**src/rtl/deinterleaver_top.sv**
```systemverilog
// Block deinterleaver for the QPSK receive chain.
// Bits are written at the deinterleaved address into ping-pong banks and read out in order.
module deinterleaver_top #(
  parameter int N_CBPS = 192,
  parameter int D      = 16
) (
  input  logic clk,
  input  logic reset,
  input  logic valid_in,
  input  logic data_in,
  output logic ready_out,
  output logic valid_out,
  output logic data_out,
  input  logic ready_in
);

  localparam int R  = N_CBPS / D;
  localparam int RW = (R > 1) ? $clog2(R) : 1;
  localparam int CW = (D > 1) ? $clog2(D) : 1;
  localparam int AW = $clog2(N_CBPS);

  logic [N_CBPS-1:0] bank0;
  logic [N_CBPS-1:0] bank1;
  logic [1:0]        full;
  logic [1:0]        full_nxt;
  logic              wr_bank;
  logic              rd_bank;
  logic [RW-1:0]     r;
  logic [CW-1:0]     c;
  logic [AW-1:0]     rd_ptr;
  logic [AW-1:0]     wr_addr;
  logic              wr_en;
  logic              rd_en;
  logic              r_last;
  logic              wr_last;
  logic              rd_last;

  assign ready_out = !full[wr_bank];
  assign valid_out = full[rd_bank];
  assign data_out  = rd_bank ? bank1[rd_ptr] : bank0[rd_ptr];

  assign wr_en   = valid_in && ready_out;
  assign rd_en   = valid_out && ready_in;
  assign r_last  = (r == RW'(R - 1));
  assign wr_last = wr_en && r_last && (c == CW'(D - 1));
  assign rd_last = rd_en && (rd_ptr == AW'(N_CBPS - 1));
  assign wr_addr = AW'(D * int'(r) + int'(c));

  // Set on block completion, clear on block drain; the two never hit the same bank.
  always_comb begin
    full_nxt = full;
    if (wr_last) full_nxt[wr_bank] = 1'b1;
    if (rd_last) full_nxt[rd_bank] = 1'b0;
  end

  // Write counters, read pointer, bank flags and bank pointers.
  always_ff @(posedge clk) begin
    if (reset) begin
      r       <= '0;
      c       <= '0;
      rd_ptr  <= '0;
      wr_bank <= 1'b0;
      rd_bank <= 1'b0;
      full    <= 2'b00;
    end else begin
      full <= full_nxt;
      if (wr_en) begin
        if (r_last) begin
          r <= '0;
          if (c == CW'(D - 1)) begin
            c       <= '0;
            wr_bank <= !wr_bank;
          end else begin
            c <= c + 1'b1;
          end
        end else begin
          r <= r + 1'b1;
        end
      end
      if (rd_en) begin
        if (rd_last) begin
          rd_ptr  <= '0;
          rd_bank <= !rd_bank;
        end else begin
          rd_ptr <= rd_ptr + 1'b1;
        end
      end
    end
  end

  // Bank storage, not reset; contents only matter once a bank is flagged full.
  always_ff @(posedge clk) begin
    if (wr_en) begin
      if (wr_bank) bank1[wr_addr] <= data_in;
      else         bank0[wr_addr] <= data_in;
    end
  end

endmodule
```
**config.mk**
```make
export PLATFORM = sky130hd
export DESIGN_NAME = deinterleaver_top
export DESIGN_NICKNAME = d
export VERILOG_FILES = /design/src/rtl/deinterleaver_top.sv
export SDC_FILE = /design/constraint.sdc
export NUM_CORES = 1
export LEC_CHECK = 0
export CAP_MARGIN = 20
export CORE_ASPECT_RATIO = 0.8
export CORE_UTILIZATION = 40
export CTS_CLUSTER_SIZE = 10
export DETAILED_ROUTE_END_ITERATION = 8
export GPL_TIMING_DRIVEN = 0
export PLACE_DENSITY = 0.55
export SETUP_SLACK_MARGIN = 0.02
export SLEW_MARGIN = 15
export SYNTH_ARGS = -nofsm -noshare
export SYNTH_HDL_FRONTEND = slang
export SYNTH_SLANG_ARGS = --single-unit
```
**constraint.sdc**
```tcl
create_clock -name clk -period 2.45 [get_ports clk]
set_input_delay 0.3675 -clock clk [delete_from_list [all_inputs] [get_ports clk]]
set_output_delay 0.3675 -clock clk [all_outputs]
set_load 0.05 [all_outputs]
```
; ---- Yosys cells after proc, flatten, opt, wreduce, memory -nomap -nowiden
; Index checks and enable logic that the tools add are counted.
[classes]
n_addsub = 4
n_lt_le_gt_ge = 7
eq_ne = 3
mux = 22
n_bitwise = 4
n_reduce_logical = 16
[ops]
columns = op, count
row1 = 192-bit bitwise mux, 2
row2 = 8-bit by 9-bit < comparator with 1-bit output (second input constant), 2
row3 = 1-bit binary-select mux with 8-bit select, 2
row4 = 1-bit two-way mux, 10
row5 = 4-bit by 1-bit adder with 4-bit output (second input constant), 2
row6 = 8-bit by 1-bit adder with 8-bit output (second input constant), 1
row7 = 8-bit by 4-bit adder with 8-bit output, 1
row8 = 1-bit demux with 8-bit select, 1
row9 = 4-bit == test (second input constant), 2
row10 = 8-bit == test (second input constant), 1
row11 = 8-bit by 1-bit greater-or-equal comparator with 1-bit output (second input constant), 1
row12 = 1-bit logical AND, 8
row13 = 4-bit two-way mux, 2
row14 = 8-bit two-way mux, 1
row15 = 2-bit AND reduction, 4
row16 = 1-bit by 2-bit < comparator with 1-bit output (second input constant), 2
row17 = 2-bit two-way mux, 2
row18 = 1-bit logical NOT, 3
row19 = 3-bit AND reduction, 1
row20 = 2-bit bitwise AND, 1
row21 = 1-bit demux with 1-bit select, 2
row22 = 1-bit greater-or-equal comparator (second input constant), 2
row23 = 2-bit inverter, 1
row24 = 2-bit bitwise OR, 1
row25 = 1-bit inverter, 1
[totals]
reg_bits = 404
inputBits = 5

; ---- Depth between registers and ports, before layout
; Gate-level depths: netlist of run 1.
[depth]
depth_word = 9
ltp_mapped = 10

; ---- Least setup slack after synthesis of run 1
; No wires, ideal clock.
[synth_timing]
path_kind = register to output
from = reg rd_ptr[0]
to = out data_out
arrival_ns = 2.570
required_time_ns = 2.082
slack_ns = -0.488
stages_incl_launch_ff = 10
cell_sequence = dfxtp_1 buf_4 buf_6 buf_6 mux2i_1 a221oi_1 a22oi_1 a21oi_1 o311ai_1 a32oi_1
[synth_via]
elab_chain_len = 3
elab_cells_between_ends = 5
classes_between = mux (5)
[synth_lines]
columns = element, line
row1 = from (decl), 30  ; logic [AW-1:0] rd_ptr;
row2 = from (signal assigned), 85  ; rd_ptr <= rd_ptr + 1'b1;
row3 = 1-bit binary-select mux with 8-bit select, 40  ; assign data_out = rd_bank ? bank1[rd_ptr] : bank0[rd_ptr];
row4 = 1-bit two-way mux (not written as such), 40
row5 = 1-bit two-way mux (*), 40
row6 = to (decl), 13  ; output logic data_out,
; Every way passes the cells marked *; elsewhere a longest branch is shown, timed or not. The select of a mux whose other input is x is not followed.

; ---- Worst setup path in the final report of run 1
; Ends and elaborated chain as after synthesis.

==> results of run 1 <==
-- critical path: cells and delay by family (launching register included) --
family | cells | cell delay [ns]
buffers and inverters | 4 | 0.65
DFF | 1 | 0.40
AOI/OAI and AO/OA | 2 | 0.63
muxes | 2 | 1.03
-- power by group --
part           switching, µW  internal [µW]  total, µW
logic                    173           40.1        213
registers               4.55           7560       7560
clock network           2670           3630       6300
total                   2850          11200      14100
-- metal layers --
layer	global-route usage (%)	vias to the layer above	share of wire [%]
li1	-	4723	-
met1	35.0	5841	43
met2	36.3	552	45
met3	5.79	96	9.8
met4	6.97	0	2.7
met5	0	-	0
-- kinds of logic (layout without fill, tap and decap cells) --
kind of cell | after synthesis | in the layout | synth area share [%]
buf+inv | 105 | 206 | 2.97
fa+ha+maj | 9 | 9 | 0.637
xor+xnor | 8 | 8 | 0.397
flops | 404 | 404 | 67.5
compound gates | 64 | 64 | 2.48
mux | 116 | 116 | 13.5
simple gates | 535 | 535 | 12.5
-- through the flow --
stage | TNS, ns | hold WS (ns)
2_1_floorplan | -0.274 | 0.466
3_3_place_gp | -3442.88 | 0.504
3_5_place_dp | -135.58 | 0.519
4_1_cts | -1.16 | 0.241
5_1_grt | -1.24 | 0.272
6_report | -1.23 | 0.249
-- cells in the final DEF, fill, tap and decap left out, drive strengths merged, types with 3 or more instances in the layout --
cell type,Yosys,layout
a22oi,14,14
dfxtp,20,20
edfxtp,384,384
a21oi,14,14
xnor2,4,4
mux2i,16,16
nor3,13,13
o21ai,8,8
mux2,3,3
and3,7,7
nor3b,4,4
mux4,97,97
nand3,13,13
nand2,51,51
clkbuf,67,132
o211ai,3,3
nor4,5,5
nor2b,8,8
ha,9,9
a221oi,4,4
o22ai,6,6
buf,32,64
nand2b,9,9
xor2,4,4
inv,6,6
and2,5,5
nor2,407,407
-- repair_timing --
| action | in CTS | in global routing |
|---|---|---|
| endpoints found under the setup margin | 210 | 136 |
| setup buffers | 12 | 11 |
| pin swaps | 4 | 6 |
| gates resized for setup | 99 | 71 |
-- path summary, 6_finish.rpt --
path                 to  slack, ns  startpoint  cells after the start
min reg2reg   rd_ptr[7]       0.53   rd_ptr[7]                      2
min           rd_ptr[0]       0.25       reset                      2
max reg2reg  bank1[177]       0.04     wr_bank                      6
max            data_out      -1.23   rd_ptr[0]                      8
-- area by class of cell --
cell class | count | area (µm²) | share of cell area [%]
sequential | 404 | 11900 | 58.2
buffer | 98 | 782 | 3.81
multi-input combinational | 732 | 5390 | 26.3
clock buffer | 67 | 1300 | 6.35
inverter | 6 | 22.5 | 0.110
tap | 560 | 701 | 3.41
clock inverter | 1 | 5.00 | 0.0244
timing repair buffer | 34 | 379 | 1.85
-- flip-flops by register name, indices dropped and copies added, names as in the netlist --
name,count
rd_bank,1
r,4
c,4
wr_bank,1
full,2
bank1,192
bank0,192
rd_ptr,8
==> flow_summary.json, run 1 <==
{
  "worstPathRequired_ns": 2.08,
  "antenna_found_initial": 0,
  "syn_area_um2": 17700,
  "fmax_ghz": 0.272,
  "yosysTopAreaCell": "edfxtp_1",
  "rows": 68,
  "arrival_ns": 3.32,
  "stdcell_count": 1902,
  "fin_area_um2": 20500,
  "io_pins": 8,
  "min_period_ns": 3.68,
  "drv_cap": 0,
  "cpMaxStageDelayCell": "mux4_2",
  "synth_cells": 1241,
  "final.setup.worst_slack_ns": -1.23,
  "viasPerCell": 5.89,
  "relSlewSlack_pct": 36.4,
  "fin_skew_ns": 0.0180,
  "yosysMostFrequentCell": "nor2_1",
  "post-route-period-util_pct": 150,
  "total_power_uw": 14100,
  "drc": 0,
  "gr-total-overflow": 0,
  "final_util_pct": 47.4,
  "synthArstFlopShare_pct": 0,
  "htree_levels": 2,
  "critical-path-max-stage-delay_ns": 0.52,
  "drv_slew": 0,
  "cp-start-kind": "flop",
  "drive_above_1_share_pct": 20.5,
  "ys.flop_type": "edfxtp_1",
  "setup_violations": 1,
  "cts_hold_buf": 0,
  "synth_edf_count": 384,
  "rsz0062_at_grt": "true",
  "cts_tree": "built",
  "ys_types": 56,
  "wirelength_um": 53500,
  "yosys-top-cells-count": "nor2_1 (407), edfxtp_1 (384), mux4_2 (97), clkbuf_1 (66), nand2_1 (51)",
  "grt_pass1_wl_um": 76700,
  "hold_path_class": "in2reg",
  "num-nets-final": 1336,
  "vias": 11200,
  "dp.cells": 1812,
  "fillers": 3834,
  "gp_congestion": 0.888,
  "first_pass_iters": 5,
  "grt_pass1_vias": 11000,
  "die_w_um": 237,
  "area_growth_pct": 16.2,
  "ctsLongestPathBuffers": 3,
  "first_iter_violations": 1452,
  "seq_area_frac_synth_pct": 67.5,
  "avgSynthCellArea_um2": 14.2,
  "worstSetupPathType": "reg2out",
  "yosys-top-cells-area": "edfxtp_1 (65%), mux4_2 (12%), nor2_1 (8.6%)",
  "ant_nets": 0,
  "cp-end-kind": "primary output",
  "dieArea_um2": 45000,
  "hold_violations": 0,
  "initial_core_util_pct": 40.8,
  "tightestPinTransition_ns": 0.954,
  "violations": "negative setup slack",
  "placed_area_um2": 18500,
  "crit_fanout": 7,
  "peakVddDrop_v": 0.000436,
  "die_height_um": 190,
  "wire_per_inst_um": 28.1,
  "synth.top_cell.area_share_pct": 65.3,
  "coreArea_um2": 43300,
  "cts.sinks": 404,
  "grt_use_total_pct": 24.2,
  "syn_nets": 1255,
  "status": "finished with violations",
  "dp_slack_ns": -1.94,
  "portBuffers": 6,
  "insertion_delay_ns": 0.57,
  "synth-seq-cells": 404,
  "tritoncts.num_buffers": 46,
  "cp_cell_sequence": "buf_12, buf_12, buf_16, mux4_2, mux4_2, o211ai_1, a32oi_4, buf_6",
  "pwr_density_cell_nw_per_um2": 686,
  "cts-root-buf": "clkbuf_16",
  "grt_max_degree": 158,
  "yosysWarningCount": 0,
  "diodes": 0,
  "dpl.hpwl_um": 34000,
  "path_clk_slew_ns": 0.06,
  "p_leak_uw": 0.00605
}
Power figures use the tool's default switching activity.
==> inputs of run 2 (changes only) <==
Settings changed: GPL_TIMING_DRIVEN 0 to not set, MAX_ROUTING_LAYER set to met4.
==> run 2 against run 1 <==
The run still ends with negative setup slack left. Core utilization up 1.4 points. Worst hold slack worse by 0.056 ns. Flip-flop and latch count did not move. Largest power group unchanged. Register-to-register slack gained 0.41 ns. Final cell count rose by 1.9%. Power about the same. Clock skew up 0.00054 ns. Clock power barely moved. Non-clock buffer count is 35 higher. Fmax is 5.2% higher. Highest routed layer unchanged. First-iteration DRC count shrank 21%.
==> flow_summary.json, run 2 (same netlist as run 1, synthesis figures left out) <==
{
  "ctsLongestPathBuffers": 3,
  "cp-end-kind": "primary output",
  "insertion_delay_ns": 0.56,
  "cts.sinks": 404,
  "vias": 10900,
  "relSlewSlack_pct": 45.6,
  "gp_congestion": 0.824,
  "path_clk_slew_ns": 0.05,
  "num-nets-final": 1371,
  "fmax_ghz": 0.286,
  "area_growth_pct": 19.6,
  "cpLargestDelayFamily": "compound AO/OA/AOI/OAI gates",
  "reg_top3": "bank0 (192), bank1 (192), rd_ptr (8)",
  "violations": "negative setup slack",
  "die_height_um": 190,
  "hold_slack_ns": 0.193,
  "cpMaxStageDelayCell": "o41a_1",
  "drive_above_1_share_pct": 25.2,
  "rows": 68,
  "grt_use_total_pct": 22.3,
  "first_iter_violations": 1141,
  "coreArea_um2": 43300,
  "viasPerCell": 5.61,
  "cts-root-buf": "clkbuf_16",
  "antenna_found_initial": 0,
  "first_pass_iters": 5,
  "setup_violations": 1,
  "fillers": 3767,
  "drv_slew": 0,
  "grt_max_degree": 99,
  "fin_skew_ns": 0.0185,
  "cp-start-kind": "flop",
  "grt_pass1_wl_um": 71000,
  "dpl.hpwl_um": 27200,
  "portBuffers": 7,
  "io_pins": 8,
  "fin_area_um2": 21100,
  "dieArea_um2": 45000,
  "status": "finished with violations",
  "pwr_density_cell_nw_per_um2": 666,
  "mostFrequentLayoutCells": "nor2_1 (406), edfxtp_1 (384), buf_4 (125)",
  "worstPathRequired_ns": 2.08,
  "final.setup.worst_slack_ns": -1.05,
  "crit_fanout": 8,
  "hold_path_class": "in2reg",
  "wirelength_um": 47800,
  "cp_cell_sequence": "buf_12, buf_16, buf_12, mux4_2, mux2i_1, mux2i_1, nor2_1, o41a_1, a32oi_4, buf_6",
  "hold_violations": 0,
  "initial_core_util_pct": 40.8,
  "worstSetupPathType": "reg2out",
  "wire_per_inst_um": 24.7,
  "worst-path-buf-inv": 4,
  "p_leak_uw": 0.00641,
  "htree_levels": 2,
  "die_w_um": 237,
  "tritoncts.num_buffers": 46,
  "grt_pass1_vias": 10900,
  "ant_nets": 0,
  "critical-path-max-stage-delay_ns": 0.46,
  "tightestPinTransition_ns": 0.813,
  "peakVddDrop_v": 0.000505,
  "post-route-period-util_pct": 143,
  "diodes": 0,
  "dp_slack_ns": -0.746,
  "arrival_ns": 3.13,
  "drc": 0,
  "placed_area_um2": 19200,
  "drv_cap": 0,
  "cts_tree": "built",
  "min_period_ns": 3.50,
  "total_power_uw": 14100,
  "final_common_cell": "nor2_1",
  "cts_hold_buf": 0,
  "rsz0062_at_grt": "true",
  "gr-total-overflow": 0
}
==> run 2: cell count changes in the layout (fill, tap and decap cells not counted), sizes merged <==
cell and delta:
clkdlybuf4s50 +2, clkbuf -64, bufbuf +2, clkinv -1, buf +97, dlygate4sd2 -1, bufinv +1
==> run 2: worst reg2reg max path, delay by kind of cell (launching register included) <==
kind	cells	cell delay, ns
AND/OR/NAND/NOR	4	0.91
AO/OA/AOI/OAI	1	0.22
flip-flops	1	0.50
multiplexers	1	0.28
==> run 2: area by class of cell <==
cell class / instances / area (µm²) / area share [%]
clock buffers: 68 / 1300 / 6.14
multi-input cells: 732 / 5390 / 25.5
well taps: 560 / 701 / 3.31
flip-flops and latches: 404 / 11900 / 56.5
inverters: 6 / 22.5 / 0.107
clock inverters: 1 / 30.0 / 0.142
repair buffers: 167 / 1750 / 8.30
==> run 2: timing repair <==
item,in CTS,in global routing
cloned,5,0
pin swaps,9,8
setup endpoints to repair,1,1
setup buffers,10,12
gates resized for setup,38,13
==> run 2: report_power, final <==
| part | total [µW] | internal (µW) | switching (µW) |
|---|---|---|---|
| combinational | 213 | 50.5 | 163 |
| sequential | 7560 | 7560 | 5.57 |
| clock | 6310 | 3710 | 2600 |
| total | 14100 | 11300 | 2770 |
==> run 2: path summary, 6_finish.rpt <==
path	start	endpoint	slack, ns	cells past startpoint
worst min-delay path	data_in	bank0[134]	0.19	1
worst max register to register	wr_bank	full[0]	0.45	6
worst max-delay path	rd_ptr[1]	data_out	-1.05	10
worst min register to register	rd_ptr[7]	rd_ptr[7]	0.53	2
==> run 2: stage by stage <==
stage / setup TNS [ns] / util [%] / std cells
after detailed placement: -0.746 / 44.3 / 1845
after global placement: -0.721 / 44.3 / 1845
after CTS: -1.07 / 48.4 / 1927
final: -1.05 / 48.8 / 1938
after floorplan: -0.274 / - / 1241
after global routing: -1.11 / 48.8 / 1938
==> run 2: routing by layer <==
| layer | up-vias | GRT usage (%) | share of wire [%] | wire [µm] |
|---|---|---|---|---|
| li1 | 4795 | - | - | - |
| met1 | 5673 | 30.4 | 45 | 21400 |
| met2 | 327 | 34.6 | 47 | 22400 |
| met3 | 73 | 3.70 | 6.3 | 3000 |
| met4 | 0 | 5.97 | 2.1 | 982 |
| met5 | - | - | 0 | 0 |
